## config.mk

```make
export PLATFORM = sky130hd
export DESIGN_NAME = add_serial_seq_flat
export DESIGN_NICKNAME = d
export VERILOG_FILES = /design/src/rtl/add_serial_seq_if.sv /design/src/rtl/add_serial_seq.sv /design/src/flat_wrapper.sv
export SDC_FILE = /design/constraint.sdc
export NUM_CORES = 1
export LEC_CHECK = 0
export CORE_MARGIN = 5
export CORE_UTILIZATION = 36
export DETAILED_ROUTE_END_ITERATION = 6
export GPL_TIMING_DRIVEN = 0
export MAX_ROUTING_LAYER = met4
export PLACE_DENSITY = 0.55
export SLEW_MARGIN = 20
export SYNTH_ARGS = -nofsm -noshare
export SYNTH_HDL_FRONTEND = slang
export SYNTH_SLANG_ARGS = --single-unit
```

## constraint.sdc

```tcl
create_clock -name clk -period 2 [get_ports clk]
set_input_delay 0.3 -clock clk [delete_from_list [all_inputs] [get_ports clk]]
set_output_delay 0.3 -clock clk [all_outputs]
set_load 0.05 [all_outputs]
```

## src/rtl/add_serial_seq_if.sv

```systemverilog
// rtl/add_serial_seq_if.sv - operand, adder and result signal bundle for add_serial_seq
// Purpose: groups the add_serial_seq handshake and bus signals.
// Modports:
//   slave  - sequencer view: consumes in_*, drives add_en/add_a/add_b, reads add_out,
//            drives res_valid/res_data, reads res_ready, drives busy (and err).
//   master - environment view: operand source, adder and result consumer.
// Optional: ADD_SEQ_CHECK_EN adds the err signal.
interface add_serial_seq_if #(
  parameter int WIDTH = 8
);
  logic             in_valid;
  logic             in_ready;
  logic [WIDTH-1:0] in_a;
  logic [WIDTH-1:0] in_b;
  logic             add_en;
  logic [WIDTH-1:0] add_a;
  logic [WIDTH-1:0] add_b;
  logic [WIDTH-1:0] add_out;
  logic             res_valid;
  logic             res_ready;
  logic [WIDTH-1:0] res_data;
  logic             busy;
`ifdef ADD_SEQ_CHECK_EN
  logic             err;
`endif

  modport slave (
    input  in_valid, in_a, in_b, add_out, res_ready,
    output in_ready, add_en, add_a, add_b, res_valid, res_data,
    output busy
`ifdef ADD_SEQ_CHECK_EN
    , output err
`endif
  );

  modport master (
    output in_valid, in_a, in_b, add_out, res_ready,
    input  in_ready, add_en, add_a, add_b, res_valid, res_data,
    input  busy
`ifdef ADD_SEQ_CHECK_EN
    , input err
`endif
  );
endinterface

```

## src/rtl/add_serial_seq.sv

```systemverilog
// rtl/add_serial_seq.sv - operand sequencer in front of the add_serial bit-serial adder
// Purpose: buffers operand pairs in a FIFO, launches one add at a time on the adder
//   (en pulse, fixed wait, capture, release pulse) and returns sums on a valid/ready port.
// Ports:
//   clk  - clock, rising edge
//   rst  - asynchronous active-high reset
//   bus  - add_serial_seq_if.slave: in_valid/in_ready/in_a/in_b operand port,
//          add_en/add_a/add_b/add_out adder port, res_valid/res_ready/res_data result port,
//          busy status, err (only with ADD_SEQ_CHECK_EN).
// Optional: define ADD_SEQ_CHECK_EN to add a sticky err flag that compares the captured
//   adder output against add_a+add_b.
module add_serial_seq #(
  parameter int WIDTH       = 8,
  parameter int FIFO_DEPTH  = 4,
  parameter int ADD_LATENCY = 12
) (
  input logic             clk,
  input logic             rst,
  add_serial_seq_if.slave bus
);
  localparam int PTR_W = (FIFO_DEPTH > 1) ? $clog2(FIFO_DEPTH) : 1;
  localparam int CNT_W = $clog2(FIFO_DEPTH + 1);
  localparam int LAT_W = (ADD_LATENCY > 1) ? $clog2(ADD_LATENCY) : 1;

  typedef enum logic [2:0] {
    S_IDLE  = 3'd0,
    S_ISSUE = 3'd1,
    S_WAIT  = 3'd2,
    S_CAPT  = 3'd3,
    S_REL   = 3'd4
  } state_t;

  state_t state_q, state_d;

  logic [WIDTH-1:0] mem_a [FIFO_DEPTH];
  logic [WIDTH-1:0] mem_b [FIFO_DEPTH];
  logic [PTR_W-1:0] wr_ptr, rd_ptr;
  logic [CNT_W-1:0] count;
  logic             push, pop, fifo_empty;

  logic [LAT_W-1:0] lat_cnt;
  logic             add_en_q, res_valid_q;
  logic [WIDTH-1:0] add_a_q, add_b_q, res_data_q;
  logic             launch, clr_lat, inc_lat, capture, en_d;

  // ---------------- operand FIFO ----------------
  assign fifo_empty   = (count == '0);
  assign bus.in_ready = (count != CNT_W'(FIFO_DEPTH));
  assign push         = bus.in_valid & bus.in_ready;
  assign pop          = launch;

  // Storage needs no reset: count gates every read.
  always_ff @(posedge clk) begin
    if (push) begin
      mem_a[wr_ptr] <= bus.in_a;
      mem_b[wr_ptr] <= bus.in_b;
    end
  end

  always_ff @(posedge clk or posedge rst) begin
    if (rst) begin
      wr_ptr <= '0;
      rd_ptr <= '0;
      count  <= '0;
    end else begin
      if (push) wr_ptr <= wr_ptr + PTR_W'(1);
      if (pop)  rd_ptr <= rd_ptr + PTR_W'(1);
      case ({push, pop})
        2'b10:   count <= count + CNT_W'(1);
        2'b01:   count <= count - CNT_W'(1);
        default: ;
      endcase
    end
  end

  // ---------------- FSM ----------------
  always_ff @(posedge clk or posedge rst) begin
    if (rst) state_q <= S_IDLE;
    else     state_q <= state_d;
  end

  // Launch only from registered FIFO count (no bypass) and only once the previous
  // result has been taken, so res_data is never overwritten.
  always_comb begin
    state_d = state_q;
    case (state_q)
      S_IDLE:  if (!fifo_empty && !res_valid_q) state_d = S_ISSUE;
      S_ISSUE: state_d = S_WAIT;
      S_WAIT:  if (lat_cnt == LAT_W'(ADD_LATENCY - 1)) state_d = S_CAPT;
      S_CAPT:  state_d = S_REL;
      S_REL:   state_d = S_IDLE;
      default: state_d = S_IDLE;
    endcase
  end

  // add_en is registered, so it is decoded from the state being entered:
  // high while in S_ISSUE (start) and S_REL (DONE->IDLE release).
  always_comb begin
    launch  = (state_q == S_IDLE) && (state_d == S_ISSUE);
    clr_lat = (state_q == S_ISSUE);
    inc_lat = (state_q == S_WAIT);
    capture = (state_q == S_CAPT);
    en_d    = (state_d == S_ISSUE) || (state_d == S_REL);
  end

  // ---------------- datapath / registered outputs ----------------
  always_ff @(posedge clk or posedge rst) begin
    if (rst) begin
      add_en_q    <= 1'b0;
      add_a_q     <= '0;
      add_b_q     <= '0;
      lat_cnt     <= '0;
      res_data_q  <= '0;
      res_valid_q <= 1'b0;
    end else begin
      add_en_q <= en_d;
      if (launch) begin
        add_a_q <= mem_a[rd_ptr];
        add_b_q <= mem_b[rd_ptr];
      end
      if (clr_lat)      lat_cnt <= '0;
      else if (inc_lat) lat_cnt <= lat_cnt + LAT_W'(1);
      if (capture) begin
        res_data_q  <= bus.add_out;
        res_valid_q <= 1'b1;
      end else if (res_valid_q && bus.res_ready) begin
        res_valid_q <= 1'b0;
      end
    end
  end

  assign bus.add_en    = add_en_q;
  assign bus.add_a     = add_a_q;
  assign bus.add_b     = add_b_q;
  assign bus.res_valid = res_valid_q;
  assign bus.res_data  = res_data_q;
  assign bus.busy      = (state_q != S_IDLE) || !fifo_empty;

`ifdef ADD_SEQ_CHECK_EN
  logic [WIDTH-1:0] sum_chk;
  logic             err_q;

  assign sum_chk = add_a_q + add_b_q;

  always_ff @(posedge clk or posedge rst) begin
    if (rst)                                 err_q <= 1'b0;
    else if (capture && bus.add_out != sum_chk) err_q <= 1'b1;
  end

  assign bus.err = err_q;
`endif
endmodule
```

## src/flat_wrapper.sv

```systemverilog
// flat-port wrapper written by rule: the top's interface ports become plain ports
module add_serial_seq_flat 
#(
  parameter int WIDTH       = 8,
  parameter int FIFO_DEPTH  = 4,
  parameter int ADD_LATENCY = 12
)
  (clk, rst, bus_in_valid, bus_in_a, bus_in_b, bus_add_out, bus_res_ready, bus_in_ready, bus_add_en, bus_add_a, bus_add_b, bus_res_valid, bus_res_data, bus_busy);
  add_serial_seq_if #(.WIDTH(WIDTH)) bus_i ();
  input logic clk;
  input logic rst;
  input wire logic [$bits(bus_i.in_valid)-1:0] bus_in_valid;
  input wire logic [$bits(bus_i.in_a)-1:0] bus_in_a;
  input wire logic [$bits(bus_i.in_b)-1:0] bus_in_b;
  input wire logic [$bits(bus_i.add_out)-1:0] bus_add_out;
  input wire logic [$bits(bus_i.res_ready)-1:0] bus_res_ready;
  output wire logic [$bits(bus_i.in_ready)-1:0] bus_in_ready;
  output wire logic [$bits(bus_i.add_en)-1:0] bus_add_en;
  output wire logic [$bits(bus_i.add_a)-1:0] bus_add_a;
  output wire logic [$bits(bus_i.add_b)-1:0] bus_add_b;
  output wire logic [$bits(bus_i.res_valid)-1:0] bus_res_valid;
  output wire logic [$bits(bus_i.res_data)-1:0] bus_res_data;
  output wire logic [$bits(bus_i.busy)-1:0] bus_busy;
  assign bus_i.in_valid = bus_in_valid;
  assign bus_i.in_a = bus_in_a;
  assign bus_i.in_b = bus_in_b;
  assign bus_i.add_out = bus_add_out;
  assign bus_i.res_ready = bus_res_ready;
  assign bus_in_ready = bus_i.in_ready;
  assign bus_add_en = bus_i.add_en;
  assign bus_add_a = bus_i.add_a;
  assign bus_add_b = bus_i.add_b;
  assign bus_res_valid = bus_i.res_valid;
  assign bus_res_data = bus_i.res_data;
  assign bus_busy = bus_i.busy;
  add_serial_seq #(.WIDTH(WIDTH), .FIFO_DEPTH(FIFO_DEPTH), .ADD_LATENCY(ADD_LATENCY)) u_core (.clk(clk), .rst(rst), .bus(bus_i));
endmodule
```

After elaboration in Yosys (flattened, before gate mapping)
Memories as Yosys holds them, arrays and structs flattened. A register that Yosys moved wholly into a read port is not among the register bits.
Cells that the tools add are included.

word-level totals
  register bits = 24
  RAM bits = 64
  bits of input ports = 28
  output and inout port bits = 28
  word-level logic and storage cells = 48
  memories kept = 2

operators by class
  $add $sub $neg = 5
  equality and inequality tests = 9
  muxes and demuxes = 10
  bitwise operators = 1
  reductions and logical operators = 13

memory list
  name          depth  width  read ports  clocked after Yosys merged registers in  wr ports  line                  text
  u_core.mem_a  4      8      1           1                                        1         add_serial_seq.sv:35  logic [WIDTH-1:0] mem_a [FIFO_DEPTH];
  u_core.mem_b  4      8      1           1                                        1         add_serial_seq.sv:36  logic [WIDTH-1:0] mem_b [FIFO_DEPTH];

operator list
  cell                   number
  $pmux W3 S4            1
  $mux W4                2
  $eq A3 B1 Y1 const B   2
  $eq A3 B2 Y1 const B   2
  $logic_not A3 Y1       2
  $mux W3                2
  $pmux W3 S2            1
  $reduce_bool A2 Y1     3
  $add A2 B1 Y2 const B  2
  $add A4 B1 Y4 const B  1
  $eq A4 B4 Y1 const B   1
  $mux W1                4
  $add A3 B1 Y3 const B  1
  $eq A3 B3 Y1 const B   1
  $logic_and A1 B1 Y1    3
  $ne A3 B3 Y1 const B   1
  $reduce_bool A3 Y1     1
  $sub A3 B1 Y3 const B  1
  $eq A2 B1 Y1 const B   1
  $eq A2 B2 Y1 const B   1
  $logic_not A1 Y1       2
  $logic_or A1 B1 Y1     2
  $and A1 B1 Y1          1

Depth between registers and ports, before layout
  word-level depth = 9
  gate-level depth with buffers = 11
  gate-level depth less buffers = 9

Least setup slack after synthesis
OpenSTA, ideal clock, no wires.

  path kind = register to register
  from = register u_core.count[0]
  to = register u_core.count[2]
  library setup time = 79 ps
  arrival time = 2,277 ps
  data required time = 1,921 ps
  path slack = -357 ps
  stages on the path, launching flop included = 10
  buffers on the path = 1
  clock period less this slack = 2,357 ps
  cell sequence = dfrtp_1 -> or3b_1 -> clkbuf_1 -> nand2_1 -> ha_1 -> inv_1 -> fa_1 -> xor2_1 -> nor2_1 -> xor2_1

between the ends
  elaborated cells between the ends (all ways) = 15
  classes of those cells = add/sub: 2; eq/ne: 4; mux: 3; bitwise: 1; reduce/logical: 5

RTL lines
  element                                                   line                  text
  start: declaration                                        add_serial_seq.sv:38  logic [CNT_W-1:0] count;
  start signal: assignment                                  add_serial_seq.sv:69  2'b10: count <= count + CNT_W'(1);
  start signal: assignment                                  add_serial_seq.sv:70  2'b01: count <= count - CNT_W'(1);
  $ne A3 B3 Y1 (*)                                          add_serial_seq.sv:48  assign bus.in_ready = (count != CNT_W'(FIFO_DEPTH));
  net bus_in_ready                                          flat_wrapper.sv:17    output wire logic [$bits(bus_i.in_ready)-1:0] bus_in_ready;
  $and A1 B1 Y1 (*)                                         add_serial_seq.sv:49  assign push = bus.in_valid & bus.in_ready;
  $eq A2 B1 Y1 / $eq A2 B2 Y1 (equally long branches)       add_serial_seq.sv:68  case ({push, pop})
  $pmux W3 S2 / $reduce_bool A2 Y1 (equally long branches)  --

Mark *: on every way through the listed nets, which the timed path passes. The rest lies on a longest branch.
A chain may end at the register's enable or synchronous reset.

Worst setup path after layout
  from = register u_core.count[1]
  to = output bus_in_ready

between the ends
  word-level cells in the longest chain between the ends = 1

ends and longest elaborated chain
  element           line
  $ne A3 B3 Y1      add_serial_seq.sv:48
  end: declaration  flat_wrapper.sv:17

No other way between the ends.

==> results.json <==
{
  "status": "complete, but fails checks",
  "failed_checks": "negative setup slack",
  "wirelength_um": 7380,
  "pwr-share-seq": 0.355,
  "die_y_um": 117,
  "cts_tree": "built",
  "grt_first_pass_wirelength_um": 11600,
  "ir_worst_vdd_mv": 0.781,
  "multi_input_area_mm2": 0.00112,
  "worstRegToRegCells": 9,
  "dieArea_mm2": 0.0137,
  "p_int_uw": 5990,
  "antenna_found_initial": 0,
  "h-tree-depth": 3,
  "critical_path_class": "flop to output pin",
  "core_mm2": 0.0113,
  "rr_endpoint": "u_core.count[2]",
  "arrival_ns": 1.70,
  "avgRoutedWirePerCell_um": 16.7,
  "root_buffer": "clkbuf_16",
  "diodes": 0,
  "power_frac_comb": 0.449,
  "cts_hold_repair.buffers": 0,
  "path_clk_slew_ns": 0.07,
  "die_w_um": 117,
  "p_leak_uw": 0.00201,
  "powerDensity_mw_per_mm2": 1750,
  "ant_nets": 0,
  "cts_num_sinks": 104,
  "drv_cap": 0,
  "r2r-start": "u_core.count[1]",
  "ys_ff_latch": 104,
  "port_buffers": 55,
  "netlist_instances": 219,
  "preCtsSetupSlack_ns": -0.216,
  "fin_tns_setup_ns": -0.00288,
  "fin_crit_sh": 1.00,
  "fin_area_mm2": 0.00531,
  "seqCellArea_mm2": 0.00292,
  "rows": 39,
  "fillers": 1005,
  "critPathLaunch": "u_core.count[1]",
  "rrSetupSlack_ns": 0.01,
  "tightest_slew_ns": 0.887,
  "rsz0062_at_grt": "true",
  "via_per_inst": 4.82,
  "cts_inserted_buffers": 9,
  "setup.worst_path.end": "bus_in_ready",
  "fin_skew_ns": 0.00949,
  "drc": 0,
  "fmax_ghz": 0.499,
  "nets": 330,
  "post-route-min-period_ns": 2.00,
  "synth_area_mm2": 0.00411,
  "ys_seq_area_frac": 0.711,
  "path_max_fanout": 6,
  "ys_warn_count": 0,
  "syn-num-nets": 254,
  "hold_viol": 0,
  "relSlewSlack": 0.408,
  "grt_pass1_vias": 2285,
  "dp_hpwl_um": 4750,
  "first_pass_iters": 4,
  "start_kind": "flop",
  "io_pins": 56,
  "syn_avg_cell_area_um2": 18.8,
  "switching_share": 0.356,
  "area_growth_pct": 29.1,
  "setup_viol_count_final": 1,
  "drtIter0Drc": 46,
  "p_sw_uw": 3300,
  "vias": 2136,
  "finalWorstSetupSlack_ns": -0.00288,
  "dpl_cell_area_mm2": 0.00490,
  "grt_max_degree": 29,
  "gr-total-overflow": 0,
  "grt_use_total": 0.117,
  "crit_path_end_kind": "output pin",
  "hold_path_class": "input pin to async pin",
  "drive_above_1_share": 0.283,
  "synth_cell_types": 32,
  "gp_congestion": 0.743,
  "initial_utilization": 0.363,
  "clockPowerShare": 0.196,
  "clock_latency_ns": 0.33,
  "worstPathRequired_ns": 1.70,
  "maxSlewViolCount": 0,
  "clk_path_buf_depth": 2
}
-- final cells by class --
| cell class | count | area share |
|---|---|---|
| buffer | 10 | 0.0193 |
| clock inverter | 7 | 0.0163 |
| multi-input combinational | 95 | 0.211 |
| inverter | 10 | 0.00708 |
| tap | 143 | 0.0337 |
| timing repair buffer | 65 | 0.119 |
| sequential | 104 | 0.551 |
| clock buffer | 9 | 0.0425 |
-- kinds of logic after synthesis --
group,count (synthesis),synth area share
fa+ha+maj,7,0.0231
mux,43,0.166
compound gates,12,0.0152
simple gates,26,0.0420
buf+inv,20,0.0277
xor+xnor,7,0.0149
flops,104,0.711
-- cell usage in the layout, fill, tap and decap left out, types with 3 or more instances in the layout --
| cell type | instances |
|---|---|
| a21oi_1 | 5 |
| xnor2_1 | 5 |
| edfxtp_1 | 64 |
| mux2_2 | 25 |
| ha_1 | 5 |
| dfrtp_1 | 39 |
| nand2_1 | 4 |
| nor2_1 | 3 |
| inv_1 | 7 |
| clkdlybuf4s50_1 | 53 |
| buf_2 | 6 |
| inv_2 | 3 |
| buf_12 | 3 |
| mux4_2 | 11 |
| clkbuf_16 | 9 |
| buf_4 | 9 |
| mux4_1 | 5 |
| o21ai_0 | 6 |
-- per-layer routing --
metal  part of all wire  GRT usage  wire length (µm)
met4             0.0057     0.0443                42
met1               0.45      0.153              3350
met5                  0          -                 0
met3              0.048     0.0231               354
met2               0.49      0.183              3630
-- synthesized netlist by cell type --
master,instances,area (µm²)
o21ai_0,6,30.0
nor3b_1,1,7.51
nand4_1,2,12.5
edfxtp_1,64,1920
mux2i_1,2,20.0
and3b_1,1,8.76
a21oi_1,5,25.0
nor4b_1,1,8.76
mux4_1,5,131
dfrtp_1,40,1000
and3_1,4,25.0
buf_6,2,22.5
buf_12,1,20.0
mux4_2,11,248
and4b_1,1,10.0
nor2_2,2,12.5
nand2_1,5,18.8
clkbuf_1,1,3.75
nand3b_1,2,15.0
nor2_1,3,11.3
inv_1,10,37.5
or3b_1,1,8.76
xor2_1,2,17.5
nor3_1,1,5.00
a21o_1,1,7.51
or3_4,1,11.3
mux2_2,25,282
xnor2_1,5,43.8
ha_1,6,75.1
nand3_4,1,17.5
fa_1,1,20.0
buf_2,6,30.0
-- timing repair --
| action | 4_1_cts | 5_1_grt |
|---|---|---|
| gates resized for setup | 8 | 10 |
| setup buffers | 4 | 5 |
| endpoints found under the setup margin | 4 | 20 |
| pin swaps | 4 | 5 |
-- power groups by stage --
stage	registers (µW)	logic, µW	clock network, µW
after global placement	3340	3960	0
final	3300	4170	1820
after CTS	3310	4150	1870
after global routing	3380	4500	1970
after floorplan	4240	1960	0
after detailed placement	3350	4030	0
-- worst min path at each step --
stage | to | slack [ns] | start
after global placement | u_core.count[2] | 0.48 | u_core.count[2]
after CTS | u_core.bus.res_data[7] | 0.25 | rst
after global routing | u_core.wr_ptr[1] | 0.28 | rst
after floorplan | u_core.bus.res_valid | 0.39 | bus_res_ready
after detailed placement | u_core.count[2] | 0.47 | u_core.count[2]
final | u_core.bus.add_b[0] | 0.25 | rst
-- sequential cells by signal, indices dropped and copies added (netlist names) --
signal                cells
u_core.mem_a             32
u_core.bus.res_data       8
u_core.mem_b             32
u_core.bus.res_valid      1
u_core.wr_ptr             2
u_core.state_q            3
u_core.bus.add_b          8
u_core.count              3
u_core.rd_ptr             2
u_core.lat_cnt            4
u_core.bus.add_a          8
u_core.bus.add_en         1
-- per-stage QoR --
step / hold WS [ns] / utilization / power (µW) / cells
global route: 0.275 / 0.469 / 9850 / 443
global placement: 0.476 / 0.431 / 7300 / 417
floorplan: 0.393 / - / 6200 / 219
detailed placement: 0.473 / 0.433 / 7390 / 418
finish: 0.251 / 0.469 / 9290 / 443
CTS: 0.252 / 0.465 / 9340 / 438
-- critical path, cell delays in order (launching register included) --
cell and delay (ns):
dfrtp_1 0.40, or3b_4 0.41, buf_8 0.14, dlygate4sd2_1 0.42
No activity file was read; power rests on OpenSTA's default activity.
